===== config.mk =====
export PLATFORM = sky130hd
export DESIGN_NAME = audio_dac_out
export DESIGN_NICKNAME = d
export VERILOG_FILES = /design/src/rtl/audio_dac_out.sv
export SDC_FILE = /design/constraint.sdc
export NUM_CORES = 1
export LEC_CHECK = 0
export BUFFER_PORTS_ARGS = -buffer_cell sky130_fd_sc_hd__buf_4
export CAP_MARGIN = 20
export CORE_ASPECT_RATIO = 1.2
export CORE_UTILIZATION = 55
export DETAILED_ROUTE_END_ITERATION = 8
export PLACE_DENSITY = 0.83
export SLEW_MARGIN = 25
export SYNTH_ARGS = -nofsm -noshare
export SYNTH_HDL_FRONTEND = slang
export SYNTH_SLANG_ARGS = --single-unit
export TNS_END_PERCENT = 5

===== constraint.sdc =====
create_clock -name clk_i -period 7.38 [get_ports clk_i]
set_input_delay 0.369 -clock clk_i [delete_from_list [all_inputs] [get_ports clk_i]]
set_output_delay 0.369 -clock clk_i [all_outputs]
set_load 0.1 [all_outputs]

===== src/rtl/audio_dac_out.sv =====
// ---------------------------------------------------------------------------
// audio_dac_out
//
// Output stage that sits directly behind the voice mixer. It takes the
// signed mixed sample stream, applies a click-free ramped master gain and
// mute, and then runs a first-order delta-sigma modulator at the system
// clock. The single-bit output drives an external RC low-pass filter.
//
// Datapath:
//   capture  : s_q / gain_q are loaded on a sample_valid_i pulse; the gain
//              moves one code toward the target on each accepted sample.
//   scale    : one clock later, scaled_q = floor(s_q * gain_q / 2^GAIN_W).
//   modulate : every enabled clock, the offset-binary value of scaled_q is
//              added into acc_q; the carry out is the output bit.
//
// Ports:
//   clk_i           system clock
//   rst_i           asynchronous, active-high reset
//   sample_i        signed two's-complement mixed audio sample
//   sample_valid_i  one-cycle pulse qualifying sample_i
//   volume_i        target master gain code (quasi-static)
//   mute_i          forces the target gain to 0
//   enable_i        modulator enable
//   dac_o           registered delta-sigma bitstream
//   gain_o          gain currently applied to samples
//   muted_o         high while the applied gain is 0
// ---------------------------------------------------------------------------
module audio_dac_out #(
    parameter int SAMPLE_W = 16,
    parameter int GAIN_W   = 4
) (
    input  logic                       clk_i,
    input  logic                       rst_i,
    input  logic signed [SAMPLE_W-1:0] sample_i,
    input  logic                       sample_valid_i,
    input  logic        [GAIN_W-1:0]   volume_i,
    input  logic                       mute_i,
    input  logic                       enable_i,
    output logic                       dac_o,
    output logic        [GAIN_W-1:0]   gain_o,
    output logic                       muted_o
);

    // Product keeps the full signed range of sample x unsigned gain code.
    localparam int PROD_W = SAMPLE_W + GAIN_W + 1;

    // -----------------------------------------------------------------------
    // Helpers
    // -----------------------------------------------------------------------

    // Signed sample times unsigned gain code, arithmetic shift right by
    // GAIN_W (floor toward -inf), truncated back to the sample width. The
    // largest gain is (2^GAIN_W - 1) / 2^GAIN_W, so truncation never wraps.
    function automatic logic signed [SAMPLE_W-1:0] scale_sample(
        input logic signed [SAMPLE_W-1:0] s,
        input logic        [GAIN_W-1:0]   g
    );
        logic signed [PROD_W-1:0] s_ext;
        logic signed [PROD_W-1:0] g_ext;
        logic signed [PROD_W-1:0] prod;
        s_ext = {{(PROD_W-SAMPLE_W){s[SAMPLE_W-1]}}, s};
        g_ext = {{(PROD_W-GAIN_W){1'b0}}, g};
        prod  = s_ext * g_ext;
        return SAMPLE_W'(prod >>> GAIN_W);
    endfunction

    // One-code step toward the target; never jumps.
    function automatic logic [GAIN_W-1:0] ramp_step(
        input logic [GAIN_W-1:0] cur,
        input logic [GAIN_W-1:0] tgt
    );
        if (cur < tgt) begin
            return cur + GAIN_W'(1);
        end else if (cur > tgt) begin
            return cur - GAIN_W'(1);
        end else begin
            return cur;
        end
    endfunction

    // -----------------------------------------------------------------------
    // State
    // -----------------------------------------------------------------------
    logic signed [SAMPLE_W-1:0] s_q;
    logic        [GAIN_W-1:0]   gain_q;
    logic                       muted_q;
    logic                       vld_p1;
    logic signed [SAMPLE_W-1:0] scaled_q;
    logic        [SAMPLE_W-1:0] acc_q;
    logic                       dac_q;

    logic        [GAIN_W-1:0]   tgt;
    logic        [GAIN_W-1:0]   gain_next;
    logic        [SAMPLE_W-1:0] u;
    logic        [SAMPLE_W:0]   sum;

    // Target is only acted on when a sample is accepted, so mute/volume
    // changes mid-ramp simply re-aim the next step.
    always_comb begin
        tgt       = mute_i ? '0 : volume_i;
        gain_next = ramp_step(gain_q, tgt);
    end

    // -----------------------------------------------------------------------
    // Stage 0: capture sample and step the gain
    // -----------------------------------------------------------------------
    always_ff @(posedge clk_i or posedge rst_i) begin
        if (rst_i) begin
            s_q     <= '0;
            gain_q  <= '0;
            muted_q <= 1'b1;
            vld_p1  <= 1'b0;
        end else begin
            vld_p1 <= sample_valid_i;
            if (sample_valid_i) begin
                s_q     <= sample_i;
                gain_q  <= gain_next;
                // Registered alongside gain_q so the flag is a clean flop
                // output rather than a comparator on the gain bus.
                muted_q <= (gain_next == '0);
            end
        end
    end

    // -----------------------------------------------------------------------
    // Stage 1: scale; result holds until the next accepted sample
    // -----------------------------------------------------------------------
    always_ff @(posedge clk_i or posedge rst_i) begin
        if (rst_i) begin
            scaled_q <= '0;
        end else if (vld_p1) begin
            scaled_q <= scale_sample(s_q, gain_q);
        end
    end

    // -----------------------------------------------------------------------
    // Stage 2: first-order delta-sigma modulator
    // -----------------------------------------------------------------------
    // Inverting the MSB maps signed to offset binary (midscale = 0x8000), so
    // the carry density equals u / 2^SAMPLE_W.
    always_comb begin
        u   = {~scaled_q[SAMPLE_W-1], scaled_q[SAMPLE_W-2:0]};
        sum = {1'b0, acc_q} + {1'b0, u};
    end

    always_ff @(posedge clk_i or posedge rst_i) begin
        if (rst_i) begin
            acc_q <= '0;
            dac_q <= 1'b0;
        end else if (enable_i) begin
            acc_q <= sum[SAMPLE_W-1:0];
            dac_q <= sum[SAMPLE_W];
        end else begin
            // Restart from a known phase on re-enable.
            acc_q <= '0;
            dac_q <= 1'b0;
        end
    end

    assign dac_o   = dac_q;
    assign gain_o  = gain_q;
    assign muted_o = muted_q;

endmodule


==> metrics, run 1 <==
CTS buffer count 5; Starting DRT DRC Count 108; Fillers 752; Diodes inserted 0; clk_lat worst skew 0.32 ns; sum of negative setup slack 0 ns; largest net degree at the start of global routing 56; yosys warns 0; Clock Skew 0.00691 ns; commonest non-fill, non-tap cell in the layout inv_1; global-route wire length before repair 16,000 um; I/O pin count 31; H-tree lvl count 2; Clock Pin Slew Worst Setup and Hold Paths 0.11 ns; synthesized flop and latch total 55; die width 89.1 um; Max Used Layer met4; Hold Vio Cnt, Final 0; Mapped Nets 641; Die ar. 9490 um^2; DIE HEIGHT 107 um; library cells used by synthesis 50; CTS Buffer Depth 2; layout cells sized above 1 13.2%; Overflow after GRT 0; Syn Inst Count 527; initial antenna violation count 0; metal2 WL 4730 um; most frequent cells in the layout inv_1 (82), ha_1 (57), and2_1 (54), dfrtp_1 (54), nand2_1 (41); Syn-to-layout area delta 9.02%; Post-Route WL 9040 um; Core Box Area 8700 um^2; Worst Setup Start Kind flip-flop; CP endpoint kind flip-flop; clk sinks 55; Rows 37; met3 wire len 238 um; M1 WL 3940 um; async set-or-reset flop fraction in the synthesized netlist 100%; mean post-synth cell area 9.50 um^2; RSZ-0062 raised after global routing no; max_cap viols 0; hpwl dp 7080 um; Post-CTS Hold Fix Bufs 0; Tmin final 4.57 ns; Post-synth EDFFs 0; Avg WL per Cell 13.5 um; I/O Buffers 30; min-delay worst type primary input to async pin; Placer Congestion 0.807; post-synthesis cell area 5010 um^2; antenna-violating nets left 0; Root Buffer clkbuf_8; CTS tree done; CP Data Arrival Time 4.83 ns; GRT Util Overall 21.1%; total number of vias 3,641; Synth Flop Type dfrtp_1; area of the multi-input gates 3270 um^2; flip-flop and latch area 1380 um^2; drt drc 0; fin crit share 61.9%; post-CTS setup buffer count 0; number of vias per cell 5.43; Worst Max-Slew Pin Slew 0.816 ns; Slew headroom 45.6%; Fmax achieved 219 MHz; worst-path maximum fanout 22; Initial Util 57.5%; crit path kind flip-flop to flip-flop; Final Max Tran Viols 0; Nets 666; DRT Pass-1 Iters 5; CP required 7.64 ns; vias in the first global route 3,816; Finish-stage setup viols 0; sequential fraction of the synthesis area 27.5%; Post-CTS Resized 0; status finished clean
[cells by family (layout without fill, tap and decap cells)]
kind of cell | count (synthesis) | after routing | share of synthesized area, %
muxes | 29 | 29 | 6.45
AOI/OAI and AO/OA | 75 | 75 | 10.3
buffers and inverters | 96 | 122 | 7.20
xor gates and xnor gates | 29 | 29 | 5.07
DFF | 55 | 55 | 27.5
and+or+nand+nor | 154 | 154 | 16.4
adders and majority gates | 89 | 89 | 27.0
[layer usage]
layer	global-route usage [%]	vias up
li1	-	1794
met1	25.7	1778
met2	37.8	58
met3	3.11	11
met4	6.35	0
met5	0	-
[layout make-up]
cell class | instances | share of cell area, %
Sequential cell | 55 | 25.2
Tap cell | 117 | 2.68
Timing Repair Buffer | 31 | 4.26
Inverter | 83 | 5.71
Clock buffer | 6 | 1.51
Clock inverter | 2 | 0.711
Multi-Input combinational cell | 376 | 59.9
[worst max-delay path: stages, from the launching register on]
cell,delay [ns]
dfrtp_1,0.62
and2_1,0.28
ha_1,0.28
inv_1,0.05
fa_1,0.50
fa_1,0.54
inv_1,0.05
ha_1,0.34
a21o_1,0.18
a21o_1,0.22
o311ai_4,0.31
o21bai_2,0.18
a2111o_1,0.48
a2111o_1,0.38
nand3_1,0.08
[cell usage after synthesis (all sizes together), types with 3 or more instances]
library cell / instances / area (um^2)
o31ai: 4 / 30.0
mux2i: 3 / 30.0
nand2: 41 / 154
buf: 3 / 11.3
clkbuf: 10 / 37.5
o21a: 7 / 52.6
or2: 3 / 18.8
nand4: 4 / 25.0
mux2: 26 / 293
a211oi: 5 / 37.5
nor2b: 6 / 37.5
nor3: 8 / 40.0
xnor2: 15 / 131
fa: 32 / 641
or3: 4 / 25.0
o21ai: 17 / 85.1
and2: 54 / 338
ha: 57 / 713
a21o: 6 / 45.0
inv: 83 / 312
nand2b: 4 / 25.0
nor2: 13 / 48.8
a21oi: 19 / 95.1
nand3: 7 / 35.0
dfrtp: 54 / 1350
xor2: 14 / 123
[per-stage QoR]
stage / hold slack (ns) / setup WS (ns) / std cells / util (%) / cell area, um^2
6_report: 0.232 / 2.81 / 670 / 62.7 / 5460
2_1_floorplan: 0.400 / 2.44 / 527 / - / 5010
3_3_place_gp: 0.482 / 3.03 / 662 / 61.3 / 5340
5_1_grt: 0.276 / 2.63 / 670 / 62.7 / 5460
3_5_place_dp: 0.488 / 2.87 / 662 / 61.3 / 5340
4_1_cts: 0.273 / 2.84 / 670 / 62.7 / 5460
[state kept, by name, indices dropped and copies added (netlist names)]
name	count
acc_q	16
gain_o	4
s_q	16
scaled_q	16
muted_o	1
dac_o	1
vld_p1	1
[path summary, 6_finish.rpt]
kind / end / depth (start not counted) / slack [ns] / from
setup / recovery: scaled_q[13]$_DFFE_PP0P_ / 14 / 2.81 / gain_o[2]$_DFFE_PP0P_
hold / removal: acc_q[2]$_DFF_PP0_ / 3 / 0.23 / rst_i
setup reg to reg: scaled_q[13]$_DFFE_PP0P_ / 14 / 2.81 / gain_o[2]$_DFFE_PP0P_
hold reg to reg: muted_o$_DFFE_PP1P_ / 2 / 0.50 / muted_o$_DFFE_PP1P_
max in group asynchronous: s_q[2]$_DFFE_PP0P_ / 3 / 6.69 / rst_i
min in group clk_i: s_q[11]$_DFFE_PP0P_ / 2 / 0.27 / sample_i[11]
Power of run 1 is not shown: default switching activity piles up to over one toggle a cycle in this logic, so the estimate is an artifact.
==> run 2: changes to the inputs <==
Settings changed: PLACE_DENSITY 0.83 to 0.86.
Clock period 7.38 ns to 3.8 ns, I/O delays scaled along.
==> run 2 against run 1 <==
The flow now finishes with violations (setup timing). First-iteration DRC count grew to 2.5 times the previous value. Wire length grew 17%. Via count grew 6.5%. Die area is the same. Non-clock buffer count grew 38. Global-route usage grew 3.2 points. Sequential share of layout area shrank 2.0 points. Utilization grew 5.6 points. Clock skew grew 0.0030 ns. Setup slack lost 3.0 ns. Critical path type unchanged. Largest cell class unchanged.
==> metrics, run 2 (synthesized netlist as in run 1, its figures left out) <==
met3 wire len 338 um (+42%); Worst Setup Start Kind flip-flop; Diodes inserted 0 (unchanged); layout cells sized above 1 23.4% (+10 points); number of vias per cell 5.48 (+0.77%); Final Max Tran Viols 0 (unchanged); Initial Util 57.5% (unchanged); total number of vias 3,877 (+6.5%); Worst Max-Slew Pin Slew 0.703 ns (-0.113 ns); Fillers 622 (-17%); max_cap viols 0 (unchanged); Finished Cell Area 5950 um^2 (+8.9%); Slew headroom 53.1% (+7.5 points); most frequent cells in the layout inv_1 (79), buf_4 (67), and2_1 (53), dfrtp_1 (51), ha_1 (47); hpwl dp 7790 um (+9.9%); Top Registers acc_q x16, s_q x16, scaled_q x16; Worst Setup SP gain_o[2]$_DFFE_PP0P_; Clock Pin Slew Worst Setup and Hold Paths 0.10 ns (about the same); CTS buffer count 5 (unchanged); Avg WL per Cell 15.0 um (+11%); CP required 4.06 ns (-3.58 ns); drt drc 0 (unchanged); CP Data Arrival Time 4.25 ns (-0.58 ns); placed inst area 5650 um^2 (+5.9%); Rows 37 (unchanged); Finished Core Util 68.3% (+5.6 points); DRT Pass-1 Iters 4 (-1); vias in the first global route 4,117 (+7.9%); clk sinks 55 (unchanged); largest net degree at the start of global routing 56 (unchanged); RSZ-0062 raised after global routing yes; GRT Util Overall 24.4% (+3.2 points); Root Buffer clkbuf_8; dpl ws -0.213 ns (-3.08 ns); antenna-violating nets left 0 (unchanged); status complete, but fails checks; I/O Buffers 30 (unchanged); fin crit share 105% (+43 points); die width 89.1 um (unchanged); CP endpoint kind flip-flop; clk_lat worst skew 0.31 ns (about the same); Core Box Area 8700 um^2 (unchanged); failing checks setup timing; Placer Congestion 0.872 (+8.0%); Post-CTS Hold Fix Bufs 0 (unchanged); crit path kind flip-flop to flip-flop; min-delay worst type primary input to async pin; Overflow after GRT 0 (unchanged); PnR worst setup slack -0.190 ns (-3.00 ns); Finish-stage setup viols 6 (+6); Syn-to-layout area delta 18.7%; DIE HEIGHT 107 um (unchanged); global-route wire length before repair 18,200 um (+13%); M1 WL 4230 um (+7.3%); Hold Worst Slack 0.0474 ns (-0.185 ns); CTS tree done; Max Used Layer met4; commonest non-fill, non-tap cell in the layout inv_1; worst-path maximum fanout 7 (-68%); Hold Vio Cnt, Final 0 (unchanged); Tmin final 3.99 ns (-0.579 ns); I/O pin count 31 (unchanged); H-tree lvl count 2 (unchanged); Starting DRT DRC Count 270 (+150%); Fmax achieved 251 MHz (+15%); Clock Skew 0.00991 ns (+0.00300 ns); Die ar. 9490 um^2 (unchanged); worst flop-to-flop path startpoint gain_o[2]$_DFFE_PP0P_; metal2 WL 5810 um (+23%); Post-Route WL 10,600 um (+17%); Nets 704 (+5.7%); CTS Buffer Depth 2 (unchanged); initial antenna violation count 0 (unchanged)
## run 2: cell types whose count changed in the layout (fill, tap and decap cells not counted), sizes merged
cell / change
buf: +38
bufinv: +1
inv: -1
## run 2: per-layer routing
metal	vias up	track usage, %
met5	-	0
met4	0	7.37
met3	20	3.49
met2	85	45.6
met1	1905	27.9
li1	1867	-
## run 2: path summary, 6_finish.rpt
kind | endpoint | slack (ns) | cells after the start
max | scaled_q[14]$_DFFE_PP0P_ | -0.19 | 16
min | acc_q[2]$_DFF_PP0_ | 0.05 | 3
max reg2reg | scaled_q[14]$_DFFE_PP0P_ | -0.19 | 16
min reg2reg | muted_o$_DFFE_PP1P_ | 0.50 | 2
max in group asynchronous | gain_o[2]$_DFFE_PP0P_ | 3.22 | 3
min in group clk_i | s_q[3]$_DFFE_PP0P_ | 0.10 | 2
## run 2: final cells by class
cell class	count	area, um^2	area share [%]
Timing Repair Buffer	69	526	8.84
Inverter	83	312	5.24
Tap cell	117	146	2.46
Sequential cell	55	1380	23.2
Clock buffer	6	72.6	1.22
Multi-Input combinational cell	376	3450	58.0
Clock inverter	2	60.1	1.01
## run 2: critical path, stage by stage (launching register included)
cell      delay [ns]
dfrtp_2         0.47
buf_6           0.14
and2_1          0.15
ha_1            0.33
fa_1            0.55
inv_1           0.06
fa_1            0.54
inv_1           0.07
ha_4            0.27
o21a_1          0.15
o311ai_4        0.12
o21bai_2        0.15
buf_4           0.16
a211oi_2        0.07
buf_4           0.14
or4_1           0.47
nand3_1         0.09
## run 2: stage by stage
step	TNS, ns	cells
after floorplan	-3.58	527
after global placement	-0.209	696
after detailed placement	-0.974	696
after CTS	-0.381	708
after global routing	-1.61	708
final	-0.560	708
## run 2: timing repair
action	CTS	global route
pin swaps	9	4
setup buffers	4	0
endpoints found under the setup margin	8	12
cloned	0	0
gates resized for setup	18	7
Power of run 2 is left out for the same reason.
